==> src/rtl/fetch_stage_if.sv <==
// Instruction-memory read port between the fetch stage (master) and the memory (slave).
// Reads are combinational: imem_data answers imem_addr in the same cycle.
interface fetch_stage_if #(
    parameter int ADDR_WIDTH = 16
) ();
    logic [ADDR_WIDTH-1:0] imem_addr;
    logic                  imem_en;
    logic                  imem_wr;
    logic [15:0]           imem_data;

    modport master (
        output imem_addr,
        output imem_en,
        output imem_wr,
        input  imem_data
    );

    modport slave (
        input  imem_addr,
        input  imem_en,
        input  imem_wr,
        output imem_data
    );
endinterface

==> src/rtl/fetch_stage.sv <==
// Instruction-fetch stage: owns the PC, reads instruction memory combinationally and
// registers the result into IF/ID, with stall, branch squash and HALT via BOOT/RUN/HALTED.
module fetch_stage #(
    parameter int                    ADDR_WIDTH = 16,
    parameter logic [ADDR_WIDTH-1:0] RESET_PC   = 16'h0000,
    parameter logic [15:0]           NOP_INSTR  = 16'h0800
) (
    input  logic                  clk,
    input  logic                  rst_n,
    input  logic                  stall,
    input  logic                  branch_taken,
    input  logic [ADDR_WIDTH-1:0] branch_target,
    fetch_stage_if.master         imem,
    output logic [15:0]           if_id_instr,
    output logic [ADDR_WIDTH-1:0] if_id_pc_plus2,
    output logic                  if_id_valid,
    output logic                  halted,
    output logic                  misaligned
);

    typedef enum logic [1:0] {
        BOOT   = 2'd0,
        RUN    = 2'd1,
        HALTED = 2'd2
    } state_t;

    localparam logic [ADDR_WIDTH-1:0] PC_STEP = ADDR_WIDTH'(2);

    state_t                state_q, state_d;
    logic [ADDR_WIDTH-1:0] pc_q, pc_d;
    logic [15:0]           instr_q, instr_d;
    logic [ADDR_WIDTH-1:0] pc_plus2_q, pc_plus2_d;
    logic                  valid_q, valid_d;
    logic                  halted_q, halted_d;
    logic                  misaligned_q, misaligned_d;
    logic                  en_q, en_d;

    logic [ADDR_WIDTH-1:0] pc_inc;
    logic [ADDR_WIDTH-1:0] redirect_pc;
    logic                  is_halt;

    assign pc_inc      = pc_q + PC_STEP;
    assign redirect_pc = {branch_target[ADDR_WIDTH-1:1], 1'b0};
    assign is_halt     = (imem.imem_data[15:11] == 5'b00000);

    always_comb begin
        state_d      = state_q;
        pc_d         = pc_q;
        instr_d      = instr_q;
        pc_plus2_d   = pc_plus2_q;
        valid_d      = valid_q;
        halted_d     = halted_q;
        misaligned_d = misaligned_q;
        en_d         = en_q;

        case (state_q)
            BOOT: begin
                state_d  = RUN;
                en_d     = 1'b1;
                halted_d = 1'b0;
            end

            RUN: begin
                if (branch_taken) begin
                    pc_d         = redirect_pc;
                    instr_d      = NOP_INSTR;
                    valid_d      = 1'b0;
                    misaligned_d = misaligned_q | branch_target[0];
                end else if (!stall) begin
                    instr_d    = imem.imem_data;
                    pc_plus2_d = pc_inc;
                    valid_d    = 1'b1;
                    // HALT is delivered to decode but the PC parks on its address
                    if (is_halt) begin
                        state_d  = HALTED;
                        en_d     = 1'b0;
                        halted_d = 1'b1;
                    end else begin
                        pc_d = pc_inc;
                    end
                end
            end

            HALTED: begin
                if (branch_taken) begin
                    pc_d         = redirect_pc;
                    instr_d      = NOP_INSTR;
                    valid_d      = 1'b0;
                    misaligned_d = misaligned_q | branch_target[0];
                    state_d      = RUN;
                    en_d         = 1'b1;
                    halted_d     = 1'b0;
                end else if (!stall) begin
                    instr_d = NOP_INSTR;
                    valid_d = 1'b0;
                end
            end

            default: begin
                state_d  = BOOT;
                en_d     = 1'b0;
                halted_d = 1'b0;
            end
        endcase
    end

    always_ff @(posedge clk) begin
        if (!rst_n) begin
            state_q      <= BOOT;
            pc_q         <= RESET_PC;
            instr_q      <= NOP_INSTR;
            pc_plus2_q   <= '0;
            valid_q      <= 1'b0;
            halted_q     <= 1'b0;
            misaligned_q <= 1'b0;
            en_q         <= 1'b0;
        end else begin
            state_q      <= state_d;
            pc_q         <= pc_d;
            instr_q      <= instr_d;
            pc_plus2_q   <= pc_plus2_d;
            valid_q      <= valid_d;
            halted_q     <= halted_d;
            misaligned_q <= misaligned_d;
            en_q         <= en_d;
        end
    end

    assign imem.imem_addr = pc_q;
    assign imem.imem_en   = en_q;
    assign imem.imem_wr   = 1'b0;

    assign if_id_instr    = instr_q;
    assign if_id_pc_plus2 = pc_plus2_q;
    assign if_id_valid    = valid_q;
    assign halted         = halted_q;
    assign misaligned     = misaligned_q;

endmodule

==> src/flat_wrapper.sv <==
// flat-port wrapper written by rule: the top's interface ports become plain ports
module fetch_stage_flat 
#(
    parameter int                    ADDR_WIDTH = 16,
    parameter logic [ADDR_WIDTH-1:0] RESET_PC   = 16'h0000,
    parameter logic [15:0]           NOP_INSTR  = 16'h0800
)
  (clk, rst_n, stall, branch_taken, branch_target, if_id_instr, if_id_pc_plus2, if_id_valid, halted, misaligned, imem_imem_addr, imem_imem_en, imem_imem_wr, imem_imem_data);
  fetch_stage_if #(.ADDR_WIDTH(ADDR_WIDTH)) imem_i ();
  input  logic clk;
  input  logic rst_n;
  input  logic stall;
  input  logic branch_taken;
  input  logic [ADDR_WIDTH-1:0] branch_target;
  output logic [15:0] if_id_instr;
  output logic [ADDR_WIDTH-1:0] if_id_pc_plus2;
  output logic if_id_valid;
  output logic halted;
  output logic misaligned;
  output wire logic [$bits(imem_i.imem_addr)-1:0] imem_imem_addr;
  output wire logic [$bits(imem_i.imem_en)-1:0] imem_imem_en;
  output wire logic [$bits(imem_i.imem_wr)-1:0] imem_imem_wr;
  input wire logic [$bits(imem_i.imem_data)-1:0] imem_imem_data;
  assign imem_imem_addr = imem_i.imem_addr;
  assign imem_imem_en = imem_i.imem_en;
  assign imem_imem_wr = imem_i.imem_wr;
  assign imem_i.imem_data = imem_imem_data;
  fetch_stage #(.ADDR_WIDTH(ADDR_WIDTH), .RESET_PC(RESET_PC), .NOP_INSTR(NOP_INSTR)) u_core (.clk(clk), .rst_n(rst_n), .stall(stall), .branch_taken(branch_taken), .branch_target(branch_target), .imem(imem_i), .if_id_instr(if_id_instr), .if_id_pc_plus2(if_id_pc_plus2), .if_id_valid(if_id_valid), .halted(halted), .misaligned(misaligned));
endmodule
==> config.mk <==
export PLATFORM = sky130hd
export DESIGN_NAME = fetch_stage_flat
export DESIGN_NICKNAME = d
export VERILOG_FILES = /design/src/rtl/fetch_stage_if.sv /design/src/rtl/fetch_stage.sv /design/src/flat_wrapper.sv
export SDC_FILE = /design/constraint.sdc
export NUM_CORES = 1
export LEC_CHECK = 0
export CAP_MARGIN = 25
export CORE_MARGIN = 4
export CORE_UTILIZATION = 35
export DETAILED_ROUTE_END_ITERATION = 8
export GPL_ROUTABILITY_DRIVEN = 0
export PLACE_DENSITY = 0.72
export SLEW_MARGIN = 5
export SYNTH_ARGS = -nofsm -noshare
export SYNTH_HDL_FRONTEND = slang
export SYNTH_SLANG_ARGS = --single-unit
==> constraint.sdc <==
create_clock -name clk -period 2.3 [get_ports clk]
set_input_delay 0.46 -clock clk [delete_from_list [all_inputs] [get_ports clk]]
set_output_delay 0.46 -clock clk [all_outputs]
set_load 0.005 [all_outputs]
==> key figures <==
Status
  – Status: finished, final reports clean

GRT
  – Pin count of the biggest net entering global routing: 31
  – First-pass GRT wire length: roughly 12 mm
  – Global route overflow: 0
  – Vias in the first global route: between 2k and 3k
  – Initial antenna violation count: 0
  – GRT Overall Usage: 0.169

Setup path
  – Worst-path fanout max: 10
  – Worst reg2reg startpoint: u_core.imem.imem_en
  – Kind of critical path: reg2reg
  – R2R cell count: 6
  – Worst reg-to-reg setup slack: 0.24 ns
  – CP Data Required Time: approximately 2.5 ns
  – Startpoint types: flip-flop
  – Crit. End Element: flip-flop
  – Max incr delay on CP: between 0.4 and 0.5 ns
  – Crit-path cells: inv_1 > ha_1 > nor3b_2 > o21a_4 > nor2_8 > o41ai_1
  – Worst r2r dst: u_core.imem.imem_addr[5]
  – CP Launch Point: u_core.imem.imem_en
  – CP max-delay cell: dfxtp_1
  – Crit path DAT: ~2.3 ns

Clock network
  – TritonCTS clock tree: built
  – H-Tree Depth: 2
  – TritonCTS buffer count: 5
  – Worst skew pair latency: about 0.30 ns
  – Hold_buf cts: 0
  – Clk sink count: 51
  – Post-CTS resize count: 0
  – Setup Buffers After CTS: 0
  – Clk root buf: clkbuf_8
  – Clock slew at reported path FFs: around 0.09 ns
  – Worst-case clock buffer depth: 2

STA
  – Peak Freq: about 490 MHz
  – Final hold viol count: 0
  – Worst clock skew: ~0.0069 ns
  – Final count of negative-setup-slack endpoints: 0
  – Final hold slack: 0.497 ns
  – RSZ-0062 raised after global routing: no
  – TNS Setup: 0 ns
  – Period minus WS final: between 2 and 2.5 ns
  – Worst setup margin: ~0.24 ns
  – Fin crit share: 0.895
  – Slew Limit Fails: 0
  – Worst Tran Pin Value: 0.542 ns
  – Slew headroom: 0.639

Drt
  – Max Used Layer: met4
  – Iter 0 DRT Violations: 141
  – Final WL: roughly 7.6 mm
  – Wire per inst: between 15 and 20 um
  – Wire length on met3: about 810 um
  – DRT Pass-1 Iters: 5
  – Vias per std cell: 5.34
  – Antenna Violating Nets Remaining: 0
  – Via count: around 2.6k
  – M1 wire length: about 3.1 mm
  – DRC: 0
  – Met2 wire len: between 3 and 4 mm

Synth
  – Synthesis Warnings: 0
  – Avg Inst Size Synth: slightly below 9 um2
  – Cell Area, Synth: 0.00261 mm2
  – EDFF count, synth: 0
  – Number of synthesized register bits: around 50
  – Area leader, netlist: dfxtp_1
  – Area fraction of the dominant cell type after synthesis: 0.391
  – Synth unique cells: 60
  – Most area-consuming cells after synthesis: dfxtp_1 39%, a22oi_1 5.2%, nor2_1 5.0%, o21ai_0 3.3%, a21oi_1 2.9%
  – Synth Instances: 296
  – Ys flop type: dfxtp_1
  – Synth async-reset ratio: 0
  – Post-synthesis sequential area ratio: 0.391

Power
  – Leak: approximately 1.3 nW
  – Worst ir drop on vdd: about 0.53 mV
  – Power Density: approximately 990 mW/mm2
  – Total power: approximately 0.0037 W

Placement
  – Detailed Place HPWL: around 5.5 mm
  – DP Worst Slack: -0.0213 ns
  – Buffers on Ports: 85

Job
  – Max cap viols: 0

Floorplan
  – Core area: 0.00725 mm2
  – Die Wd: between 90 and 100 um
  – Die height: 94.4 um
  – Number of I/O pins: 89
  – Num rows: 31
  – Starting density of the core: 0.360
  – DIE AREA: just under 0.009 mm2

Hold path
  – Worst Hold Path EP: u_core.halted
  – Worst hold path type: reg2reg
  – Hold path startpoint: u_core.halted
  – Hold path cells: 2

Final layout
  – Sequential Area: 0.00102 mm2
  – Filler cell count: 695
  – Area delta synth->final: 41.0%
  – Antenna cells: 0
  – Fin nets: about 420
  – Multi-input gate area: 0.00142 mm2
  – Layout cells sized above 1: 0.105
==> synthesized netlist by cell type, types with 2 or more instances <==
cell type   n
a31oi_1     2
a311oi_1    2
mux2i_1     3
and4_1      2
nand2b_1    3
buf_2       9
inv_1       9
nand4_1     8
nor2_1     35
o22ai_1     3
o221a_1     3
or3_1       2
ha_1        5
o32ai_1     2
a32o_1      3
buf_4       4
nand2_1    19
a21oi_1    15
nand3_1     6
xnor2_1     7
xor2_1      4
o21ai_0    17
o31ai_1     2
nor2b_1     2
a22oi_1    18
buf_6       2
dfxtp_1    51
nor3_1      8
o41ai_1     2
clkbuf_1    9
o21a_1      2
nor2_2      2
o311ai_1    3
a211oi_1    6
==> metrics by stage <==
step           instance area (um2)  cells   util
4_1_cts                       3680    480  0.508
3_3_place_gp                  3580    473  0.494
6_report                      3680    480  0.508
5_1_grt                       3680    480  0.508
2_1_floorplan                 2620    298      -
3_5_place_dp                  3580    473  0.494
==> state kept, by name (all words and copies together), names as in the netlist <==
signal and cells:
u_core.halted 1, u_core.if_id_instr 16, u_core.if_id_pc_plus2 15, u_core.if_id_valid 1, u_core.imem.imem_addr 15, u_core.imem.imem_en 1
u_core.misaligned 1, u_core.state_q 1
==> layout by cell type (no fill, tap or decap), types with 9 or more instances in the layout <==
cell type,n
buf_4,15
clkdlybuf4s50_1,85
o21ai_0,17
dfxtp_1,51
nor2_1,35
a22oi_1,18
inv_1,9
nand2_1,19
a21oi_1,15
==> cell families (layout without fill, tap and decap cells) <==
family,count (synthesis),count (layout),synth area share
buffers and inverters,34,117,0.0690
adders and majority gates,5,5,0.0239
DFF,51,51,0.391
other,1,3,0.00144
AOI/OAI and AO/OA,94,94,0.270
muxes,3,3,0.0115
xor gates and xnor gates,11,11,0.0369
and+or+nand+nor,97,97,0.197
==> routing by layer <==
metal  GRT usage  up-vias
met2       0.279      119
met4      0.0710        0
met5           0        -
met3      0.0629       19
met1       0.198     1173
li1            -     1252
==> critical path, delay by kind of cell (launching register included) <==
kind / cells / cell delay, ns
AOI/OAI and AO/OA: 2 / 0.65
and+or+nand+nor: 2 / 0.41
DFF: 1 / 0.41
adders and majority gates: 1 / 0.39
buffers and inverters: 1 / 0.09
==> worst max-delay path by stage <==
stage / endpoint / slack (ns)
finish: u_core.imem.imem_addr[5] / 0.24
global route: u_core.imem.imem_addr[5] / 0.17
CTS: u_core.imem.imem_addr[5] / 0.21
detailed placement: u_core.imem.imem_addr[13] / -0.02
global placement: u_core.imem.imem_addr[13] / 0.01
floorplan: u_core.imem.imem_addr[5] / 0.52
==> where the power goes <==
group          switching (W)  internal, W
Combinational       0.000840     0.000858
Clock               0.000293     0.000320
Sequential          0.000270      0.00107
Total                0.00140      0.00225
==> layout make-up <==
class,count,area share
inverters,9,0.00917
clock buffers,6,0.0197
well taps,99,0.0336
multi-input cells,213,0.385
repair buffers,101,0.267
clock inverters,1,0.00815
flip-flops and latches,51,0.277
(Power assumes the default switching activity.)
